--- config.mk ---
export PLATFORM = sky130hd
export DESIGN_NAME = four_bit_cla_adder
export DESIGN_NICKNAME = d
export VERILOG_FILES = /design/src/rtl/cla_pkg.sv /design/src/rtl/cla_logic_4.sv /design/src/rtl/four_bit_cla_adder.sv
export SDC_FILE = /design/constraint.sdc
export NUM_CORES = 1
export LEC_CHECK = 0
export CAP_MARGIN = 15
export CORE_MARGIN = 2
export CORE_UTILIZATION = 35
export DETAILED_ROUTE_END_ITERATION = 10
export PLACE_DENSITY_LB_ADDON = 0.15
export SYNTH_ARGS = -nofsm -noshare
export SYNTH_HDL_FRONTEND = slang
export SYNTH_SLANG_ARGS = --single-unit
export TNS_END_PERCENT = 20
--- constraint.sdc ---
create_clock -name clk -period 2.8 [get_ports clk]
set_clock_uncertainty 0.1 [all_clocks]
set_input_delay 0.56 -clock clk [delete_from_list [all_inputs] [get_ports clk]]
set_output_delay 0.56 -clock clk [all_outputs]
set_load 0.005 [all_outputs]
--- src/rtl/cla_pkg.sv ---
// -----------------------------------------------------------------------------
// cla_pkg
// Shared definitions for the 4-bit carry-lookahead adder slice.
//   CLA_WIDTH  : operand width, fixed at 4
//   cla_word_t : one operand word
// -----------------------------------------------------------------------------
package cla_pkg;

    localparam int CLA_WIDTH = 4;

    typedef logic [CLA_WIDTH-1:0] cla_word_t;

endpackage : cla_pkg

--- src/rtl/cla_logic_4.sv ---
// -----------------------------------------------------------------------------
// cla_logic_4
// Purely combinational 4-bit carry-lookahead core. Every carry is written in
// flattened sum-of-products form, so no carry depends on another carry.
// Ports:
//   a, b     in  4  operands
//   carryin  in  1  carry into bit 0
//   sum      out 4  sum bits
//   c4       out 1  carry out of bit 3
//   c3       out 1  carry into bit 3 (used for signed overflow)
//   group_p  out 1  group propagate
//   group_g  out 1  group generate, independent of carryin
// -----------------------------------------------------------------------------
module cla_logic_4
    import cla_pkg::*;
(
    input  logic [CLA_WIDTH-1:0] a,
    input  logic [CLA_WIDTH-1:0] b,
    input  logic                 carryin,
    output logic [CLA_WIDTH-1:0] sum,
    output logic                 c4,
    output logic                 c3,
    output logic                 group_p,
    output logic                 group_g
);

    cla_word_t p;
    cla_word_t g;
    cla_word_t c;

    // Per-bit propagate and generate terms.
    assign p = a ^ b;
    assign g = a & b;

    // Two-level lookahead: each carry is expanded all the way back to carryin.
    always_comb begin
        c[0] = carryin;
        c[1] = g[0] | (p[0] & carryin);
        c[2] = g[1] | (p[1] & g[0]) | (p[1] & p[0] & carryin);
        c[3] = g[2] | (p[2] & g[1]) | (p[2] & p[1] & g[0])
             | (p[2] & p[1] & p[0] & carryin);
    end

    assign c3 = c[3];

    // group_g deliberately omits carryin so a higher-level lookahead unit can
    // combine it with its own incoming carry.
    assign group_g = g[3] | (p[3] & g[2]) | (p[3] & p[2] & g[1])
                   | (p[3] & p[2] & p[1] & g[0]);
    assign group_p = &p;

    assign c4  = group_g | (group_p & carryin);
    assign sum = p ^ c;

endmodule : cla_logic_4

--- src/rtl/four_bit_cla_adder.sv ---
// -----------------------------------------------------------------------------
// four_bit_cla_adder
// Registered 4-bit carry-lookahead adder. Results appear one clock after an
// input qualified by in_valid; results hold while in_valid is low.
// Optional feature macro: FOUR_BIT_CLA_ADDER_OVERFLOW_EN adds a registered
// signed-overflow output.
// Ports:
//   clk        in  1  rising-edge clock
//   rst_n      in  1  asynchronous active-low reset
//   in_valid   in  1  qualifies a, b, carryin
//   a, b       in  4  operands
//   carryin    in  1  carry into bit 0
//   sum        out 4  registered sum
//   carryout   out 1  registered carry out
//   group_p    out 1  registered group propagate
//   group_g    out 1  registered group generate
//   overflow   out 1  registered signed overflow (macro only)
//   out_valid  out 1  one-cycle pulse per accepted input
// -----------------------------------------------------------------------------
module four_bit_cla_adder
    import cla_pkg::*;
(
    input  logic                 clk,
    input  logic                 rst_n,
    input  logic                 in_valid,
    input  logic [CLA_WIDTH-1:0] a,
    input  logic [CLA_WIDTH-1:0] b,
    input  logic                 carryin,
    output logic [CLA_WIDTH-1:0] sum,
    output logic                 carryout,
    output logic                 group_p,
    output logic                 group_g,
`ifdef FOUR_BIT_CLA_ADDER_OVERFLOW_EN
    output logic                 overflow,
`endif
    output logic                 out_valid
);

    cla_word_t sumComb;
    logic      c4Comb;
    logic      c3Comb;
    logic      groupPComb;
    logic      groupGComb;

    cla_word_t sum_q,      sum_d;
    logic      carryout_q, carryout_d;
    logic      group_p_q,  group_p_d;
    logic      group_g_q,  group_g_d;
    logic      valid_q,    valid_d;

    cla_logic_4 u_logic (
        .a       (a),
        .b       (b),
        .carryin (carryin),
        .sum     (sumComb),
        .c4      (c4Comb),
        .c3      (c3Comb),
        .group_p (groupPComb),
        .group_g (groupGComb)
    );

    // Next-state: load fresh results only when qualified, otherwise hold.
    always_comb begin
        sum_d      = sum_q;
        carryout_d = carryout_q;
        group_p_d  = group_p_q;
        group_g_d  = group_g_q;
        valid_d    = in_valid;
        if (in_valid) begin
            sum_d      = sumComb;
            carryout_d = c4Comb;
            group_p_d  = groupPComb;
            group_g_d  = groupGComb;
        end
    end

    always_ff @(posedge clk or negedge rst_n) begin
        if (!rst_n) begin
            sum_q      <= '0;
            carryout_q <= 1'b0;
            group_p_q  <= 1'b0;
            group_g_q  <= 1'b0;
            valid_q    <= 1'b0;
        end else begin
            sum_q      <= sum_d;
            carryout_q <= carryout_d;
            group_p_q  <= group_p_d;
            group_g_q  <= group_g_d;
            valid_q    <= valid_d;
        end
    end

    assign sum       = sum_q;
    assign carryout  = carryout_q;
    assign group_p   = group_p_q;
    assign group_g   = group_g_q;
    assign out_valid = valid_q;

`ifdef FOUR_BIT_CLA_ADDER_OVERFLOW_EN
    logic overflow_q, overflow_d;

    // Two's-complement overflow: carry into the sign bit differs from carry out.
    always_comb begin
        overflow_d = overflow_q;
        if (in_valid) begin
            overflow_d = c4Comb ^ c3Comb;
        end
    end

    always_ff @(posedge clk or negedge rst_n) begin
        if (!rst_n) begin
            overflow_q <= 1'b0;
        end else begin
            overflow_q <= overflow_d;
        end
    end

    assign overflow = overflow_q;
`else
    logic unusedC3;
    assign unusedC3 = c3Comb;
`endif

endmodule : four_bit_cla_adder

Word-level counts from Yosys, hierarchy flattened
Index checks and enable logic that the tools add are counted.
- add/subtract/negate cells: 0
- multipliers: 0
- divide/modulo/power cells: 0
- order comparisons: 0
- eq/ne operators: 0
- shifts and indexed selects: 0
- muxes and demuxes: 0
- bitwise logic cells: 28
- reductions and logical operators: 1
- operators with widths (cell ; count):
    AND 1 bit ; 15
    OR 1 bit ; 10
    bitwise XOR 4 bit ; 2
    AND 4 bit ; 1
    AND reduction 4 bit ; 1
- register bits after elaboration: 8
- bits in latches: 0
- bits in writable memories: 0
- bits in read-only memories: 0
- output and inout port bits: 8
- word-level logic and storage cells: 34
- memories kept: 0

Logic depth before layout (Yosys ltp)
- depth after elaboration: 6
- mapped depth: 5
- mapped depth without buffers: 4

By module
From an unflattened synthesis, not the netlist that was laid out.
- cells, all modules: 38
- area, all modules: 499.2 µm²
- modules (own cells, without submodules) (module ; instances ; cells each ; area each (µm²)):
    four_bit_cla_adder ; 1 ; 16 ; 316.6
    cla_logic_4 ; 1 ; 22 ; 182.7

Least setup slack after synthesis
OpenSTA, ideal clock, no wires.
- kind: in2reg
- start: input a[1]
- end: register sum_q[3] (netlist: sum[3])
- arrival time: 1.608 ns
- path slack: 1.023 ns
- stages: 5
- cells stage by stage: ha_1 buf_6 a21o_1 a2111o_1 nand3_1
- cells in the longest elaborated chain, start to end: 6
- elaborated cells between the ends (all ways): 11
- classes of those cells: bitwise (11)
- ends and longest elaborated chain (element ; RTL line ; text):
    from (decl) ; four_bit_cla_adder.sv:26 ; input logic [CLA_WIDTH-1:0] a,
    AND 4 bit or bitwise XOR 4 bit (tied branches) ; cla_logic_4.sv:33, cla_logic_4.sv:32 ;
    AND 1 bit (on tied branches) ; cla_logic_4.sv:40, cla_logic_4.sv:41 ;
    OR 1 bit, or another cell as far along ; cla_logic_4.sv:40 ; c[3] = g[2] | (p[2] & g[1]) | (p[2] & p[1] & g[0])
    OR 1 bit or AND 1 bit (tied branches) ; cla_logic_4.sv:40, cla_logic_4.sv:41 ;
    OR 1 bit * ; cla_logic_4.sv:41 ; | (p[2] & p[1] & p[0] & carryin);
    bitwise XOR 4 bit * ; cla_logic_4.sv:53 ; assign sum = p ^ c;
    to (signal assigned) ; four_bit_cla_adder.sv:85 ; sum_q <= sum_d;
    to (decl) ; four_bit_cla_adder.sv:45 ; cla_word_t sum_q, sum_d;
Every way passes the cells marked *; elsewhere a longest branch is shown, timed or not.
A chain may end at the register's enable or synchronous reset.

Worst setup path in the final report
Same ends and word-level chain as after synthesis.

==> results.toml <==
[cts]
cts.sinks = 8
clk_path_buf_depth = 2
cts-root-buf = "clkbuf_4"
cts.hold.buffers_added = 0
clkSlewWorstSetupHoldPaths_ns = 0.05
cts_tree = "done"
htreeDepth = 1
cts-resized-gates = 0
cts_buffers = 3
post_cts_buffers = 0
clkLatencyLatePin_ns = 0.26

[timing]
slew_headroom_pct = 72.67
setup_viol = 0
fin_crit_sh_pct = 71.96
worst_slew_pin_slew_ns = 0.4087
tns_ns = 0
fmax_mhz = 496.3
fin_ws_ns = 0.7851
layout_min_cycle_time_ns = 2.015
rsz0062_at_grt = "no"
final_hold_viol_count = 0
slew_violations = 0

[worst_setup_path]
cp-start-kind = "input pin"
setup.worst_path.class = "input pin to flop"
max_stage_delay_ns = 0.43
arrival_ns = 2.10
cp.required_ns = 2.89
path_max_fanout = 7
worst_path_max_delay_cell = "a2111o_1"
cp-end-kind = "flop"
cp_cell_sequence = "clkdlybuf4s50_1 > ha_1 > a21o_1 > a2111o_1 > nand3_1"

[route]
drt_first_iter_violations = 10
wl_um = 1022
drcViolationCount = 0
ant_nets = 0
via_per_inst = 5.129
drt_pass1_iterations = 4
wl_per_cell_um = 12.02
dr_total_vias = 436

[grt]
gr-total-overflow = 0
grt_max_degree = 13
antenna_found_initial = 0
grt_usage_pct = 13.75
grt_pass1_vias = 440
grt_pass1_wl_um = 1904

[floorplan]
die_y_um = 42.33
dieArea_um2 = 1792
pin_count = 20
num_rows = 13
die_width_um = 42.33
core_area_um2 = 1334
start_util_pct = 38.56

[place]
dp_slack_ns = 0.5595
hpwl_um = 780.7
gp_congestion = 0.8006
numPortBuffers = 19
placed_cells = 82
place_area_um2 = 700.7

[yosys]
ys_ff_latch = 8
synth_area_um2 = 514.2
avgSynthCellArea_um2 = 10.28
yosysSeqAreaShare_pct = 38.93
yosysUniqueCellTypes = 23
synthCells = 50
yosysWarnings = 0
syn_nets = 67

[run]
maxCapViolations = 0

[final_layout]
syn_to_final_growth_pct = 40.63
finalInstanceArea_um2 = 723.2
n_fill_cell = 128
diodes = 0
nNetsFinal = 89
drive_gt1_share_pct = 7.143
finalNonFillerCells = 85
post-route-util_pct = 54.22

[pwr]
p_per_area_nw_per_um2 = 471.6
leakagePower_nw = 0.3339
irDropWorstVdd_mv = 0.2907

[worst_hold_path]
hold_path_class = "flop to flop"

[run_status]
status = "completed"
## worst max-delay path: cells and delay by family
family | cells | cell delay (ns)
adders and majority gates | 1 | 0.39
buffers and inverters | 1 | 0.40
AOI/OAI and AO/OA | 2 | 0.68
and+or+nand+nor | 1 | 0.08
## cells in the mapped netlist (all sizes together)
| cell | number | area share, % |
|---|---|---|
| nor2b | 2 | 2.9 |
| fa | 1 | 3.9 |
| buf | 2 | 4.4 |
| a21o | 3 | 4.4 |
| o21ai | 3 | 2.9 |
| nand2 | 4 | 2.9 |
| dfrtp | 8 | 39 |
| ha | 4 | 9.7 |
| nor2 | 1 | 0.73 |
| a221oi | 1 | 1.7 |
| mux2 | 1 | 2.2 |
| nand4 | 1 | 1.2 |
| inv | 5 | 3.7 |
| a2111o | 2 | 4.4 |
| a21oi | 2 | 1.9 |
| mux2i | 1 | 1.9 |
| xnor2 | 1 | 1.7 |
| a31oi | 2 | 2.4 |
| o311ai | 1 | 1.7 |
| and3b | 1 | 1.7 |
| and4 | 1 | 1.7 |
| nand3 | 3 | 2.9 |
## state kept, by name, indices dropped and copies added, names as in the netlist
name and flops:
sum 4, carryout 1, group_g 1, group_p 1, out_valid 1
## kinds of logic after synthesis
family / count (synthesis) / synth area share [%]
DFF: 8 / 38.93
muxes: 2 / 4.136
and+or+nand+nor: 13 / 14.11
AOI/OAI and AO/OA: 14 / 19.46
xor gates and xnor gates: 1 / 1.703
adders and majority gates: 5 / 13.63
buffers and inverters: 7 / 8.029
## power by group
part / internal, W / switching (W)
Combinational: 0.0000675 / 0.0000431
Sequential: 0.000132 / 0.00000774
Clock: 0.0000492 / 0.0000411
## path summary, 6_finish.rpt
path	startpoint	to	slack (ns)	cells past startpoint
worst max-delay path	a[1]	sum[3]$_DFFE_PN0P_	0.79	5
worst max register to register	sum[3]$_DFFE_PN0P_	sum[3]$_DFFE_PN0P_	1.77	2
min in group asynchronous	rst_n	sum[0]$_DFFE_PN0P_	0.48	1
max in group asynchronous	rst_n	sum[3]$_DFFE_PN0P_	1.85	1
worst min register to register	group_p$_DFFE_PN0P_	group_p$_DFFE_PN0P_	0.37	2
worst min-delay path	group_p$_DFFE_PN0P_	group_p$_DFFE_PN0P_	0.37	2
## cell usage in the layout (no fill, tap or decap), types with 2 or more instances in the layout
cell	netlist	routed
clkdlybuf4s50_1	0	19
inv_1	5	5
a21oi_1	2	2
nand2_1	4	4
clkbuf_4	0	3
dfrtp_1	8	8
nand3_1	3	3
a21o_1	3	3
o21ai_0	3	3
ha_1	4	4
a2111o_1	2	2
a31oi_1	2	2
## metrics by stage
stage	hold WS [ns]	power, W
floorplan	0.1644	0.0001969
global placement	0.3666	0.0002538
detailed placement	0.3691	0.0002535
CTS	0.3804	0.0003452
global route	0.4015	0.0003647
finish	0.3748	0.0003411
## routing by layer
layer / vias to the layer above / track usage (%) / wire length, um
li1: 225 / - / -
met1: 194 / 17.37 / 465
met2: 15 / 21.54 / 477
met3: 2 / 4.310 / 70
met4: 0 / 5.625 / 9
met5: - / 0 / 0
## area by class of cell
cell class / count / area, um2 / share of cell area (%)
Multi-Input combinational cell: 35 / 272.8 / 37.72
Sequential cell: 8 / 200.2 / 27.68
Timing Repair Buffer: 19 / 190.2 / 26.30
Clock buffer: 3 / 22.52 / 3.114
Inverter: 5 / 18.77 / 2.595
Tap cell: 15 / 18.77 / 2.595
Note: power is estimated with default switching activity, not from simulation.
